==> src/rtl/ccff_chain_loader_if.sv <==
`default_nettype none
// ============================================================================
// Module      : ccff_chain_loader_if
// Description : Valid/ready word stream feeding the CCFF chain loader.
//               master drives s_data/s_valid, slave returns s_ready.
// Ports       : s_data  [WORD_W] - configuration word, bit 0 shifted first
//               s_valid          - s_data holds a word
//               s_ready          - loader takes the word this cycle
// Revision    : 1.0 - initial release
// ============================================================================
interface ccff_chain_loader_if #(
  parameter int WORD_W = 32
);
  logic [WORD_W-1:0] s_data;
  logic              s_valid;
  logic              s_ready;

  modport master (output s_data, output s_valid, input  s_ready);
  modport slave  (input  s_data, input  s_valid, output s_ready);
endinterface
`default_nettype wire

==> src/rtl/ccff_chain_loader.sv <==
`default_nettype none
// ============================================================================
// Module      : ccff_chain_loader
// Description : Serialises configuration words onto the CCFF chain head,
//               LSB first, for exactly CHAIN_LEN bits, and accumulates the
//               parity of the bits returning on the chain tail.
// Ports       : prog_clk      - programming clock
//               pReset        - synchronous active-high reset
//               start         - begin a load (honoured only when idle)
//               s_if          - word stream (slave side)
//               ccff_head     - serial data into the chain
//               ccff_shift_en - chain captures on the next edge
//               ccff_tail     - serial data out of the chain
//               busy          - load in progress
//               done          - one-cycle completion pulse
//               tail_parity   - XOR of tail samples taken while shifting
// Revision    : 1.0 - initial release
// ============================================================================
module ccff_chain_loader #(
  parameter int WORD_W    = 32,
  parameter int CHAIN_LEN = 1024,
  parameter int CNT_W     = $clog2(CHAIN_LEN + 1)
) (
  input  wire logic          prog_clk,
  input  wire logic          pReset,
  input  wire logic          start,
  ccff_chain_loader_if.slave s_if,
  output logic               ccff_head,
  output logic               ccff_shift_en,
  input  wire logic          ccff_tail,
  output logic               busy,
  output logic               done,
  output logic               tail_parity
);

  localparam int                WB_W      = $clog2(WORD_W);
  localparam logic [WB_W-1:0]   WB_LAST   = WB_W'(WORD_W - 1);
  localparam logic [WB_W-1:0]   WB_ONE    = WB_W'(1);
  localparam logic [CNT_W-1:0]  BITS_INIT = CNT_W'(CHAIN_LEN);
  localparam logic [CNT_W-1:0]  BITS_ONE  = CNT_W'(1);

  typedef enum logic [1:0] {
    IDLE  = 2'd0,
    LOAD  = 2'd1,
    SHIFT = 2'd2,
    DONE  = 2'd3
  } state_t;

  state_t            state_q, state_d;
  logic [WORD_W-1:0] sreg_q, sreg_d;
  logic [WB_W-1:0]   word_bit_q, word_bit_d;
  logic [CNT_W-1:0]  bits_left_q, bits_left_d;
  logic              parity_q, parity_d;

  logic last_bit;   // current shift delivers the final chain bit
  logic word_end;   // current shift delivers the final bit of sreg

  assign last_bit = (bits_left_q == BITS_ONE);
  assign word_end = (word_bit_q == WB_LAST);

  // Head is a straight tap of the shift register so the chain sees a clean
  // flop output; sreg is cleared on reset, which makes the head read 0.
  assign ccff_head     = sreg_q[0];
  assign ccff_shift_en = (state_q == SHIFT);
  assign busy          = (state_q != IDLE);
  assign done          = (state_q == DONE);
  assign tail_parity   = parity_q;

  always_ff @(posedge prog_clk) begin
    if (pReset) begin
      state_q     <= IDLE;
      sreg_q      <= '0;
      word_bit_q  <= '0;
      bits_left_q <= '0;
      parity_q    <= 1'b0;
    end else begin
      state_q     <= state_d;
      sreg_q      <= sreg_d;
      word_bit_q  <= word_bit_d;
      bits_left_q <= bits_left_d;
      parity_q    <= parity_d;
    end
  end

  always_comb begin
    state_d      = state_q;
    sreg_d       = sreg_q;
    word_bit_d   = word_bit_q;
    bits_left_d  = bits_left_q;
    parity_d     = parity_q;
    s_if.s_ready = 1'b0;

    case (state_q)
      IDLE: begin
        if (start) begin
          state_d     = LOAD;
          bits_left_d = BITS_INIT;
          parity_d    = 1'b0;
        end
      end

      LOAD: begin
        s_if.s_ready = 1'b1;
        if (s_if.s_valid) begin
          sreg_d     = s_if.s_data;
          word_bit_d = '0;
          state_d    = SHIFT;
        end
      end

      SHIFT: begin
        sreg_d   = sreg_q >> 1;
        parity_d = parity_q ^ ccff_tail;
        if (bits_left_q != '0) bits_left_d = bits_left_q - BITS_ONE;
        if (!word_end)         word_bit_d  = word_bit_q + WB_ONE;

        // The last chain bit wins over a word boundary: leftover word bits
        // are dropped and no further word is requested.
        if (last_bit) begin
          state_d = DONE;
        end else if (word_end) begin
          // Request the next word in the same cycle so a waiting word
          // streams in without a bubble.
          s_if.s_ready = 1'b1;
          if (s_if.s_valid) begin
            sreg_d     = s_if.s_data;
            word_bit_d = '0;
          end else begin
            state_d = LOAD;
          end
        end
      end

      DONE: begin
        state_d = IDLE;
      end

      default: begin
        state_d = IDLE;
      end
    endcase
  end

endmodule
`default_nettype wire

==> src/flat_wrapper.sv <==
// flat-port wrapper written by rule: the top's interface ports become plain ports
module ccff_chain_loader_flat 
#(
  parameter int WORD_W    = 32,
  parameter int CHAIN_LEN = 1024,
  parameter int CNT_W     = $clog2(CHAIN_LEN + 1)
)
  (prog_clk, pReset, start, ccff_head, ccff_shift_en, ccff_tail, busy, done, tail_parity, s_if_s_data, s_if_s_valid, s_if_s_ready);
  ccff_chain_loader_if #(.WORD_W(WORD_W)) s_if_i ();
  input  wire logic prog_clk;
  input  wire logic pReset;
  input  wire logic start;
  output logic ccff_head;
  output logic ccff_shift_en;
  input  wire logic ccff_tail;
  output logic busy;
  output logic done;
  output logic tail_parity;
  input wire logic [$bits(s_if_i.s_data)-1:0] s_if_s_data;
  input wire logic [$bits(s_if_i.s_valid)-1:0] s_if_s_valid;
  output wire logic [$bits(s_if_i.s_ready)-1:0] s_if_s_ready;
  assign s_if_i.s_data = s_if_s_data;
  assign s_if_i.s_valid = s_if_s_valid;
  assign s_if_s_ready = s_if_i.s_ready;
  ccff_chain_loader #(.WORD_W(WORD_W), .CHAIN_LEN(CHAIN_LEN), .CNT_W(CNT_W)) u_core (.prog_clk(prog_clk), .pReset(pReset), .start(start), .s_if(s_if_i), .ccff_head(ccff_head), .ccff_shift_en(ccff_shift_en), .ccff_tail(ccff_tail), .busy(busy), .done(done), .tail_parity(tail_parity));
endmodule
==> config.mk <==
export PLATFORM = sky130hd
export DESIGN_NAME = ccff_chain_loader_flat
export DESIGN_NICKNAME = d
export VERILOG_FILES = /design/src/rtl/ccff_chain_loader_if.sv /design/src/rtl/ccff_chain_loader.sv /design/src/flat_wrapper.sv
export SDC_FILE = /design/constraint.sdc
export NUM_CORES = 1
export LEC_CHECK = 0
export ABC_AREA = 1
export CAP_MARGIN = 20
export CORE_MARGIN = 3
export CORE_UTILIZATION = 57
export DETAILED_ROUTE_END_ITERATION = 7
export PLACE_DENSITY = 0.93
export SLEW_MARGIN = 20
export SYNTH_ARGS = -nofsm -noshare
export SYNTH_HDL_FRONTEND = slang
export SYNTH_SLANG_ARGS = --single-unit
export TNS_END_PERCENT = 30
==> constraint.sdc <==
create_clock -name prog_clk -period 2.97 [get_ports prog_clk]
set_input_delay 0.594 -clock prog_clk [delete_from_list [all_inputs] [get_ports prog_clk]]
set_output_delay 0.594 -clock prog_clk [all_outputs]
set_load 0.1 [all_outputs]
Word-level counts from Yosys, hierarchy flattened
Cells that the tools add are included.
{"block": "totals", "ff_bits": 51, "in_bits": 37}
{"block": "classes", "add_sub_neg": 2, "eq_ne": 10, "muxes": 25, "n_bitwise": 1, "n_reduce_logical": 9}
{"cell": "32-bit 2-to-1 mux", "n": 4}
{"cell": "32-bit one-hot mux with 2 select lines", "n": 1}
{"cell": "5-bit 2-to-1 mux", "n": 5}
{"cell": "11-bit 2-to-1 mux", "n": 2}
{"cell": "11-bit one-hot mux with 2 select lines", "n": 1}
{"cell": "11-bit by 1-bit == test with 1-bit output, second input constant", "n": 1}
{"cell": "11-bit nonzero test", "n": 1}
{"cell": "11-bit by 1-bit subtractor with 11-bit output, second input constant", "n": 1}
{"cell": "2-bit 2-to-1 mux", "n": 5}
{"cell": "5-bit one-hot mux with 2 select lines", "n": 1}
{"cell": "2-bit one-hot mux with 4 select lines", "n": 1}
{"cell": "2-bit nonzero test", "n": 3}
{"cell": "5-bit by 1-bit adder with 5-bit output, second input constant", "n": 1}
{"cell": "5-bit == test, second input constant", "n": 1}
{"cell": "2-bit == test, second input constant", "n": 2}
{"cell": "2-bit != test, second input constant", "n": 2}
{"cell": "1-bit one-hot mux with 2 select lines", "n": 2}
{"cell": "2-bit AND reduction", "n": 2}
{"cell": "4-bit AND reduction", "n": 1}
{"cell": "1-bit 2-to-1 mux", "n": 3}
{"cell": "3-bit by 1-bit != test with 1-bit output, second input constant", "n": 1}
{"cell": "3-bit by 2-bit != test with 1-bit output, second input constant", "n": 1}
{"cell": "3-bit AND reduction", "n": 1}
{"cell": "2-bit by 1-bit == test with 1-bit output, second input constant", "n": 1}
{"cell": "3 further kinds", "n": 3}

Depth between registers and ports, before layout
{"block": "depth", "ltp_word": 6, "ltp_mapped": 12}

Least setup slack after synthesis
No wires, ideal clock.
{"block": "synth_timing", "path_type": "register -> output", "from": "reg u_core.state_q[0]", "to": "out s_if_s_ready", "arrival_time_ns": 3.153, "t_required_ns": 2.376, "slack_ns": -0.777, "stages_incl_launch_ff": 8, "path_cell_list": "dfxtp_1 inv_1 ha_1 buf_2 inv_1 nor2_1 a21oi_1 nor2_1"}
{"block": "synth_via", "elab_chain_len": 2, "elab_cells_between_ends": 3}
{"element": "start, declared", "line": "ccff_chain_loader.sv:49", "rtl": "state_t state_q, state_d;"}
{"element": "start signal, assigned", "line": "ccff_chain_loader.sv:77", "rtl": "state_q <= state_d;"}
{"element": "2-bit == test"}
{"element": "net ccff_shift_en", "line": "flat_wrapper.sv:14", "rtl": "output logic ccff_shift_en;"}
{"element": "1-bit one-hot mux with 2 select lines", "line": "ccff_chain_loader.sv:93", "rtl": "case (state_q)"}
{"element": "end, declared", "line": "flat_wrapper.sv:21", "rtl": "output wire logic [$bits(s_if_i.s_ready)-1:0] s_if_s_ready;"}
The timed path passes the listed nets, and every way through them passes these cells.

Final worst setup path
{"block": "layout_timing", "from": "reg u_core.word_bit_q[0]", "to": "out s_if_s_ready"}
{"block": "layout_via", "elab_chain_len": 4}
{"element": "start, declared", "line": "ccff_chain_loader.sv:51", "rtl": "logic [WB_W-1:0] word_bit_q, word_bit_d;"}
{"element": "start signal, assigned", "line": "ccff_chain_loader.sv:79", "rtl": "word_bit_q <= word_bit_d;"}
{"element": "5-bit == test", "line": "ccff_chain_loader.sv:59", "rtl": "assign word_end = (word_bit_q == WB_LAST);"}
{"element": "1-bit 2-to-1 mux", "line": "ccff_chain_loader.sv:121", "rtl": "end else if (word_end) begin"}
{"element": "1-bit 2-to-1 mux", "line": "ccff_chain_loader.sv:119", "rtl": "if (last_bit) begin"}
{"element": "1-bit one-hot mux with 2 select lines", "line": "ccff_chain_loader.sv:93"}
Every way passes these cells.

==> impl_metrics.ini <==
[synth]
yosysMostFrequentCell = nand2_1
synth_ff_type = dfxtp_1
syn-num-nets = 502
synth-edff-count = 0
synth-async-reset-ratio_pct = 0
synth_warnings = 0
syn_area_per_cell_um2 = 6.44
synth-seq-cells = 51
synth.largest_area_cell = dfxtp_1
synth_area_leaders = dfxtp_1 35%, nand2_1 13%, nand3_1 13%
ys_seq_area_share_pct = 34.7
synth_cells = 457
synth_top_area_share_pct = 34.7
syn-cell-area_um2 = 2940
synth_common_cells = 102 x nand2_1, 88 x inv_1, 74 x nand3_1
synth.distinct_cells = 30

[floorplan]
die_y_um = 77.9
num_rows = 25
die-area_um2 = 6060
core_area_um2 = 4850
die_w_um = 77.9
num_io_pins = 43
start_util_pct = 60.7

[global_routing]
antenna_found_initial = 0
first_global_vias = 2719
grt_pass1_wl_mm = 11.9
grt_max_degree = 64
gr-usage-all-layers_pct = 24.1
grt_overflow = 0

[worst_setup_path]
critPathSlowestCell = dfxtp_1
crit_chain = ha_1 -> nand3_1 -> nor2_2 -> inv_1 -> nor2_1 -> a21oi_1 -> nor2_4 -> buf_12
startpoint_type = flip-flop
max_stage_delay_ps = 410
rrSetupSlack_ps = 760
path_class = reg2out
path_max_fanout = 4
arrival_ps = 1990
cp.required_ps = 2380
cp-end-kind = primary output

[layout]
drive_above_1_share_pct = 6.56
fin_area_um2 = 3470
layout.nets = 532
syn_to_final_growth_pct = 17.7
utilization_pct = 71.5
antennaDiodeCount = 0
n_fill_cell = 416

[route]
dr.pass1.iters = 5
drtIter0Drc = 202
vias = 2922
wl_mm = 6.98
drc = 0
vias_per_cell = 5.26
drt-wirelength-per-cell_um = 12.6
antenna_left = 0

[timing]
timing.final.crit_share_pct = 87.0
worst_slew_pin_slew_ps = 458
finClkSkew_ps = 6.59
relSlewSlack_pct = 69.4
setup_violations = 0
rsz0062_at_grt = false
tns_ps = 0
fin_crit_ps = 2580
max_freq_ghz = 0.387
slew_violations = 0
hold_violations = 0

[clock_network]
cts_made_buffers = 5
postCtsHoldBufs = 0
cts_tree = yes
clock_path_buffers = 2
postCtsResizedCells = 0
postCtsSetupBuffers = 0
root_buffer = clkbuf_8
cts_sinks = 51
path_clk_slew_ps = 90
htree_levels = 2
clkLatencyLatePin_ps = 310

[placed_design]
routabilityCongestion = 0.871
placed_cell_area_um2 = 3360
hpwl_mm = 4.56
port_buffers = 42

[hold_path]
holdCritPathClass = reg2reg

[power_and_ir_drop]
power_leakage_nw = 1.85
ir_drop_mv = 0.524
power_density_nw_per_um2 = 959

[flow_run]
drv_cap = 0

[outcome]
status = finished clean
[cell families (layout without fill, tap and decap cells)]
logic type	count (synthesis)	in the layout	synth area share [%]
flops	51	51	34.7
compound gates	57	57	10.3
buf+inv	114	145	16.8
xor+xnor	3	3	0.893
simple gates	224	224	33.9
fa+ha+maj	8	8	3.40
[critical path, delay by kind of cell, from the launching register on]
kind	cells	cell delay, ps
AOI/OAI and AO/OA	1	130
and+or+nand+nor	4	600
DFF	1	410
adders and majority gates	1	240
buffers and inverters	2	310
[through the flow]
| stage | worst slack, ps | cells | power (mW) | hold WS [ps] |
|---|---|---|---|---|
| floorplan | 292 | 457 | 2.52 | 439 |
| global placement | 685 | 547 | 2.75 | 450 |
| detailed placement | 638 | 547 | 2.84 | 454 |
| CTS | 396 | 555 | 3.31 | 468 |
| global route | 210 | 555 | 3.59 | 496 |
| finish | 386 | 555 | 3.32 | 467 |
[routing by layer]
layer	wire, um	global-route usage, %	up-vias
li1	-	-	1477
met1	2900	28.1	1304
met2	3440	41.1	115
met3	395	4.76	26
met4	247	13.2	0
met5	0	0	-
[sequential cells by signal (all words and copies together) (netlist names)]
register / flops
u_core.bits_left_q: 11
u_core.sreg_q: 32
u_core.state_q: 2
u_core.tail_parity: 1
u_core.word_bit_q: 5
[where the power goes]
| group | internal, mW | switching (mW) |
|---|---|---|
| Sequential | 0.888 | 0.128 |
| Combinational | 0.604 | 1.25 |
| Clock | 0.212 | 0.239 |
[path summary, 6_finish.rpt]
| path | startpoint | endpoint | depth (start not counted) |
|---|---|---|---|
| worst max-delay path | u_core.word_bit_q[0]$_SDFFE_PP0P_ | s_if_s_ready | 8 |
| worst max register to register | u_core.state_q[0]$_SDFFE_PP0P_ | u_core.sreg_q[4]$_SDFFE_PP0P_ | 10 |
| worst min register to register | u_core.bits_left_q[10]$_SDFFE_PP0P_ | u_core.bits_left_q[10]$_SDFFE_PP0P_ | 2 |
| worst min-delay path | u_core.bits_left_q[10]$_SDFFE_PP0P_ | u_core.bits_left_q[10]$_SDFFE_PP0P_ | 2 |
[cells in the final DEF, fill, tap and decap left out]
cell type / n
nand2_1: 102
nor3_1: 4
ha_1: 7
nand2_2: 2
buf_4: 8
nor2_1: 28
clkinvlp_4: 1
nand3_1: 74
a31oi_1: 1
dfxtp_1: 51
o21ai_1: 6
or2_1: 1
o21ai_0: 31
nand3_4: 1
nand4_1: 4
ha_2: 1
xor2_1: 3
o221ai_1: 1
buf_12: 3
a21oi_1: 16
nor2_2: 2
nand2_4: 1
and3_1: 1
inv_2: 2
or2_2: 1
clkdlybuf4s50_1: 36
o21bai_1: 1
o21ai_4: 1
nor2_4: 2
nand3b_1: 1
inv_1: 88
clkbuf_8: 7
[layout make-up]
| type | count | area [um2] | share of cell area [%] |
|---|---|---|---|
| multi-input combinational | 292 | 1440 | 41.5 |
| sequential | 51 | 1020 | 29.5 |
| timing repair buffer | 47 | 480 | 13.9 |
| inverter | 90 | 338 | 9.75 |
| clock buffer | 7 | 96.3 | 2.78 |
| tap | 67 | 83.8 | 2.42 |
| clock inverter | 1 | 7.51 | 0.217 |
Note: power is estimated with default switching activity, not from simulation.
